==> config.mk <==
export PLATFORM = sky130hd
export DESIGN_NAME = spi_calc_sequencer
export DESIGN_NICKNAME = d
export VERILOG_FILES = /design/src/rtl/spi_calc_pkg.sv /design/src/rtl/spi_calc_timeout.sv /design/src/rtl/spi_calc_sequencer.sv
export SDC_FILE = /design/constraint.sdc
export NUM_CORES = 1
export LEC_CHECK = 0
export ABC_AREA = 1
export BUFFER_PORTS_ARGS = -buffer_cell sky130_fd_sc_hd__buf_2
export CORE_MARGIN = 5
export CORE_UTILIZATION = 58
export CTS_BUF_LIST = sky130_fd_sc_hd__clkbuf_4 sky130_fd_sc_hd__clkbuf_8 sky130_fd_sc_hd__clkbuf_16
export DETAILED_ROUTE_END_ITERATION = 8
export GPL_TIMING_DRIVEN = 0
export PLACE_DENSITY_LB_ADDON = 0.05
export RECOVER_POWER = 100
export SLEW_MARGIN = 20
export SYNTH_ARGS = -nofsm -noshare
export SYNTH_HDL_FRONTEND = slang
export SYNTH_SLANG_ARGS = --single-unit
export TNS_END_PERCENT = 10
==> constraint.sdc <==
create_clock -name clk -period 2.48 [get_ports clk]
set_input_delay 0.124 -clock clk [delete_from_list [all_inputs] [get_ports clk]]
set_output_delay 0.124 -clock clk [all_outputs]
set_load 0.1 [all_outputs]
==> src/rtl/spi_calc_pkg.sv <==
// Shared types and constants for the SPI calculator frame sequencer.
package spi_calc_pkg;

  typedef enum logic [2:0] {
    IDLE    = 3'd0,
    GET_X   = 3'd1,
    GET_Y   = 3'd2,
    EXEC    = 3'd3,
    LOAD_TX = 3'd4,
    DONE    = 3'd5
  } state_t;

  localparam logic [7:0] CMD_ADD  = 8'hA1;
  localparam logic [7:0] CMD_READ = 8'hA2;
  localparam logic [7:0] ERR_BYTE = 8'hEE;

  localparam int DEF_TIMEOUT_CYC = 1000;

endpackage

==> src/rtl/spi_calc_timeout.sv <==
// Inter-byte watchdog for the operand-collection states (built only with SPI_CALC_TIMEOUT_EN).
module spi_calc_timeout
  import spi_calc_pkg::*;
#(
  parameter int TIMEOUT_CYC = DEF_TIMEOUT_CYC
) (
  input  logic clk,
  input  logic rst_n,
  input  logic clear,
  input  logic run,
  output logic expired
);

  localparam int CW = (TIMEOUT_CYC > 2) ? $clog2(TIMEOUT_CYC) : 1;

  logic [CW-1:0] count;

  // Idle states also clear, so every operand wait starts counting from zero.
  always_ff @(posedge clk or negedge rst_n) begin
    if (!rst_n) begin
      count <= '0;
    end else if (clear || !run) begin
      count <= '0;
    end else if (!expired) begin
      count <= count + CW'(1);
    end
  end

  assign expired = run && (count == CW'(TIMEOUT_CYC - 1));

endmodule

==> src/rtl/spi_calc_sequencer.sv <==
// Frame parser between the SPI byte slave and the 8-bit adder.
// Optional inter-byte timeout enabled by defining SPI_CALC_TIMEOUT_EN.
module spi_calc_sequencer
  import spi_calc_pkg::*;
(
  input  logic       clk,
  input  logic       rst_n,
  input  logic       frame_active,
  input  logic       rx_valid,
  input  logic [7:0] rx_data,
  input  logic       tx_busy,
  output logic       tx_load,
  output logic [7:0] tx_data,
  output logic [7:0] calc_x,
  output logic [7:0] calc_y,
  input  logic [7:0] calc_sum,
  input  logic       calc_carry,
  output logic       result_valid,
  output logic       carry_flag,
  output logic       overrun
);

  state_t     state;
  logic [7:0] result_q;
  logic [7:0] response;
  logic       timeout_hit;

`ifdef SPI_CALC_TIMEOUT_EN
  spi_calc_timeout u_timeout (
    .clk     (clk),
    .rst_n   (rst_n),
    .clear   (rx_valid),
    .run     ((state == GET_X) || (state == GET_Y)),
    .expired (timeout_hit)
  );
`else
  assign timeout_hit = 1'b0;
`endif

  // NOTE: state and datapath registers use <= so every branch sees pre-edge values;
  // all of them are reset, including the stored result, since the LED and READ depend on it.
  always_ff @(posedge clk or negedge rst_n) begin
    if (!rst_n) begin
      state        <= IDLE;
      result_q     <= '0;
      response     <= '0;
      tx_load      <= 1'b0;
      tx_data      <= '0;
      calc_x       <= '0;
      calc_y       <= '0;
      result_valid <= 1'b0;
      carry_flag   <= 1'b0;
      overrun      <= 1'b0;
    end else begin
      tx_load <= 1'b0;
      // Chip-select release beats any byte arriving in the same cycle.
      if (state != IDLE && !frame_active) begin
        state <= IDLE;
      end else begin
        case (state)
          IDLE: begin
            if (rx_valid && frame_active) begin
              case (rx_data)
                CMD_ADD:  state <= GET_X;
                CMD_READ: begin
                  response <= result_q;
                  state    <= LOAD_TX;
                end
                default: begin
                  response <= ERR_BYTE;
                  state    <= LOAD_TX;
                end
              endcase
            end
          end
          GET_X: begin
            if (rx_valid) begin
              calc_x <= rx_data;
              state  <= GET_Y;
            end else if (timeout_hit) begin
              response <= ERR_BYTE;
              state    <= LOAD_TX;
            end
          end
          GET_Y: begin
            if (rx_valid) begin
              calc_y <= rx_data;
              state  <= EXEC;
            end else if (timeout_hit) begin
              response <= ERR_BYTE;
              state    <= LOAD_TX;
            end
          end
          EXEC: begin
            result_q     <= calc_sum;
            carry_flag   <= calc_carry;
            result_valid <= 1'b1;
            response     <= calc_sum;
            state        <= LOAD_TX;
            if (rx_valid) overrun <= 1'b1;
          end
          LOAD_TX: begin
            if (rx_valid) overrun <= 1'b1;
            if (!tx_busy) begin
              tx_load <= 1'b1;
              tx_data <= response;
              state   <= DONE;
            end
          end
          DONE:    state <= DONE;
          default: state <= IDLE;
        endcase
      end
    end
  end

endmodule

# [Word-level counts from Yosys, hierarchy flattened]
# Cells that the tools add are included.
[word_totals] n_memories=0 latchBits=0 ff_bits=47 ram_bits=0 input_bits=22 out_inout_bits=28 romBits=0 elab_cells=52
[classes] muxes=13 magnitude_cmp=0 n_shift=0 n_div=0 n_reduce_logical=14 add_sub_neg=0 mul=0 n_eq_ne=13 n_bitwise=2
[ops] op="$pmux 8 s2" count=2
[ops] op="$mux 3" count=6
[ops] op="$pmux 3 s6" count=1
[ops] op="$eq 8x8->1 const B" count=2
[ops] op="$ne 3x3->1 const B" count=4
[ops] op="$reduce_and 3->1" count=4
[ops] op="$mux 8" count=1
[ops] op="$reduce_and 4->1" count=2
[ops] op="$eq 3x2->1 const B" count=2
[ops] op="$eq 3x3->1 const B" count=2
[ops] op="$ne 2x2->1 const B" count=2
[ops] op="$eq 3x1->1 const B" count=1
[ops] op="$logic_not 3->1" count=1
[ops] op="$mux 1" count=3
[ops] op="$reduce_bool 3->1" count=1
[ops] op="$logic_and 1x1->1" count=2
[ops] op="$not 1->1" count=2
[ops] op="$reduce_and 2->1" count=1
[ops] op="$reduce_bool 2->1" count=1
[ops] op="$reduce_or 2->1" count=1
[ops] op="$logic_not 1->1" count=1

# [Logic depth before layout (Yosys ltp)]
[depth] depth_word=5 depth_mapped=11 ltp_nobuf=10

# [Least setup slack after synthesis]
# Ideal clock, no wire load.
[synth_path] path_type="register to register" startpoint="register state[1]" endpoint="register calc_y[6]" period_less_slack_ns=1.298 arrival_time_ns=1.176 required_ns=2.358 path_buffers=2 setup_time_ns=0.122 setup_slack_ns=1.182 path_stages_with_launch=9 cell_sequence="dfrtp_1 buf_6 nor2_4 nand2_4 nand2_4 nand3_4 buf_6 nand2_1 o21ai_2"
[synth_between] elab_chain_len=4 elab_cells_between_ends=5 cone_classes="eq/ne (1); bitwise (1); reduce/logical (3)"
[synth_lines] element="start, declared" line_no="spi_calc_sequencer.sv:23" source="state_t state;"
[synth_lines] element="start signal, assigned" line_no="spi_calc_sequencer.sv:44" source="state <= IDLE;"
[synth_lines] element="start signal, assigned" line_no="spi_calc_sequencer.sv:58" source="state <= IDLE;"
[synth_lines] element="start signal, assigned" line_no="spi_calc_sequencer.sv:64" source="CMD_ADD: state <= GET_X;"
[synth_lines] element="$reduce_bool 3->1" line_no="spi_calc_sequencer.sv:57" source="if (state != IDLE && !frame_active) begin"
[synth_lines] element="$logic_and 1x1->1" line_no="spi_calc_sequencer.sv:57"
[synth_lines] element="$not 1->1 (no line)"
[synth_lines] element="$reduce_and 3->1 (no line) *"
[synth_lines] element="end signal, assigned" line_no="spi_calc_sequencer.sv:87" source="calc_y <= rx_data;"
[synth_lines] element="end, declared" line_no="spi_calc_sequencer.sv:15" source="output logic [7:0] calc_y,"
# Every way passes the cells marked *; elsewhere a longest branch is shown, timed or not.
# A chain may end at the register's enable or synchronous reset.

# [Worst setup path after layout]
[layout_path] startpoint="register state[1]" endpoint="register response[1]"
[layout_between] elab_chain_len=4 elab_cells_between_ends=10 cone_classes="eq/ne (3); mux (1); bitwise (1); reduce/logical (5)"
[layout_lines] element="parallel branches: the longest is 4 deep, another holds $reduce_and 4->1"
[layout_lines] element="end signal, assigned" line_no="spi_calc_sequencer.sv:66" source="response <= result_q;"
[layout_lines] element="end signal, assigned" line_no="spi_calc_sequencer.sv:98" source="response <= calc_sum;"
[layout_lines] element="end, declared" line_no="spi_calc_sequencer.sv:25" source="logic [7:0] response;"
# Several ways; the timed one is not identified.

==> flow_summary.toml <==
[setup_path]
cp_cell_sequence = "clkbuf_1 > nor2_1 > nand2_4 > nand2_1 > nand2_1 > inv_2 > nand2_4 > nand2_1 > nand2_1"
timing.rr.end = "response[1]"
reg2reg_slack_ns = 0.61
end_kind = "flip-flop"
cpMostUsedCell = "nand2_1"
crit_family = "simple AND/OR/NAND/NOR gates"
arrival_ns = 2.07
critPathRequiredTime_ns = 2.68
path_buf_inv = 2
crit_fanout = 9
critPathKind = "flip-flop to flip-flop"
r2r_cells = 9
slowest_delay_ns = 0.37
r2r_start = "state[1]"
path_depth = 9
endpoint = "response[1]"
startpoint = "state[1]"
critPathLaunchType = "flip-flop"
crit_slowest_cell = "dfrtp_1"

[synth]
yosysTopAreaCell = "dfrtp_1"
synth_area_leaders = "dfrtp_1, nand2_1, mux2_4"
async_flop_share_pct = 100
synthTopCellsByCount = "nand2_1, dfrtp_1, nor2_1, inv_1, nand3_1"
synth-compound-area-share_pct = 7.39
netlist_instances = 249
synthMuxAreaShare_pct = 6.00
synth_top_area_share_pct = 52.2
syn_avg_cell_area_um2 = 9.04
yosysWarnings = 0
synth.distinct_cells = 25
seq_area_frac_synth_pct = 52.2
synthAdderAreaFrac_pct = 0
syn_area_um2 = 2250
yosys.cell_count.top_type = "nand2_1"
synth.net_count = 271
synth_flop_cell = "dfrtp_1"
synth_seq_cells = 47
synthSimpleGateAreaFrac_pct = 27.7
synth_edf_count = 0
synthXorXnorAreaFrac_pct = 0
synth_top_family_by_area = "simple AND/OR/NAND/NOR gates"

[global_route]
grt_max_degree = 48
grt_pass1_wl_mm = 7.53
overflow = 0
grtUsageTotal_pct = 18.6
antenna_found_initial = 0
grt_pass1_vias = 1684

[cells_and_area]
drive_above_1_share_pct = 15.0
area_growth_pct = 12.4
multi_input_area_um2 = 830
n_fill_cell = 362
finalNetCount = 327
final_area_um2 = 2530
ff_latch_area_um2 = 1180
antennaDiodeCount = 0

[clock_network]
root_buffer = "clkbuf_8"
cts.clk_slew.worst_paths_ns = 0.09
h-tree-depth = 2
cts.sinks = 47
cts.repair.resized = 0
clockBufferDepth = 2
cts_inserted_buffers = 5
cts_tree = "built"
insertion_delay_ns = 0.30

[route]
drt_wl_total_mm = 4.41
postRouteAntennaNets = 0
drc = 0
routedWlPerCell_um = 12.5
num_vias = 1723
first_iter_violations = 144
detail_route.vias_per_cell = 4.87
dr.pass1.iters = 4

[timing]
rsz0062_at_grt = "false"
finalSetupViolCount = 0
setup-tns-final_ns = 0
max_slew_margin_pct = 21.6
fin_crit_ns = 1.87
max_freq_ghz = 0.534
tightest_slew_ns = 1.18
finalClockSkew_ns = 0.00241
maxSlewViolCount = 0
timing.final.crit_share_pct = 75.4
hold_viol = 0

[die]
core_area_um2 = 3720
die_width_um = 72.3
ioPinCount = 50
die_area_um2 = 5230
start_util_pct = 60.6
chipHeight_um = 72.3
rows = 22

[placement]
io_buffers = 48
gp_congestion = 0.880
placed_area_um2 = 2550
hpwl_mm = 3.22

[hold_path]
hold_class = "input pin to flip-flop"

[run_status]
status = "completed"

[flow_run]
maxCapViolations = 0
routing by layer:
metal | track usage [%] | wire length [µm]
met5 | 0 | 0
met4 | 5.64 | 59
met3 | 5.68 | 255
met2 | 30.3 | 2060
met1 | 23.9 | 2030
through the flow:
step                setup slack [ns]  hold WS, ns  utilization [%]  cells
floorplan                       1.18       -0.172                -    249
global placement                1.07        0.353             68.7    345
detailed placement              1.03        0.356             68.7    345
CTS                             1.02       0.0194             71.8    353
global route                   0.456       0.0179             68.1    354
finish                         0.609       0.0237             68.1    354
logic make-up (layout without fill, tap and decap cells):
family | after synthesis | count (layout)
muxes | 9 | 9
DFF | 47 | 47
AOI/OAI and AO/OA | 26 | 26
and+or+nand+nor | 136 | 136
buffers and inverters | 31 | 88
worst min-delay path by stage:
stage	cells after the start	slack, ns	to	startpoint
finish	2	0.02	carry_flag	calc_carry
CTS	1	0.02	response[3]	rst_n
detailed placement	1	0.36	state[1]	rst_n
global route	2	0.02	carry_flag	calc_carry
floorplan	0	-0.17	calc_x[0]	rst_n
global placement	1	0.35	state[1]	rst_n
worst register-to-register path, delay by kind of cell (launching register included):
| kind | cells | cell delay, ns |
|---|---|---|
| buffers and inverters | 2 | 0.35 |
| flip-flops | 1 | 0.37 |
| AND/OR/NAND/NOR | 7 | 1.05 |
registers in the layout, indices dropped and copies added, names as in the netlist, 3 cells and up:
signal    count
calc_x        8
calc_y        8
response      8
result_q      8
tx_data       8
state         3
cells in the final DEF, fill, tap and decap left out, drive strengths merged, types with 7 or more instances in the layout:
master	count
a21oi	7
buf	22
clkbuf	37
dfrtp	47
inv	25
mux2	9
nand2	93
nand3	16
nor2	24
o21ai	17
area by class of cell:
cell class	instances	share of cell area (%)
buffer	6	1.68
clock buffer	5	2.72
clock inverter	3	1.83
inverter	25	3.71
multi-input combinational	171	32.8
sequential	47	46.4
tap	48	2.37
timing repair buffer	49	8.50
repair_timing:
item | CTS | global route
hold endpoints to repair | 0 | 47
setup buffers | 0 | 0
endpoints found under the setup margin | 0 | 0
hold buffers | 0 | 1
Power is left out: the tool's default activity adds up to more than one toggle a clock period on the data nets, which glitch-free logic cannot reach.
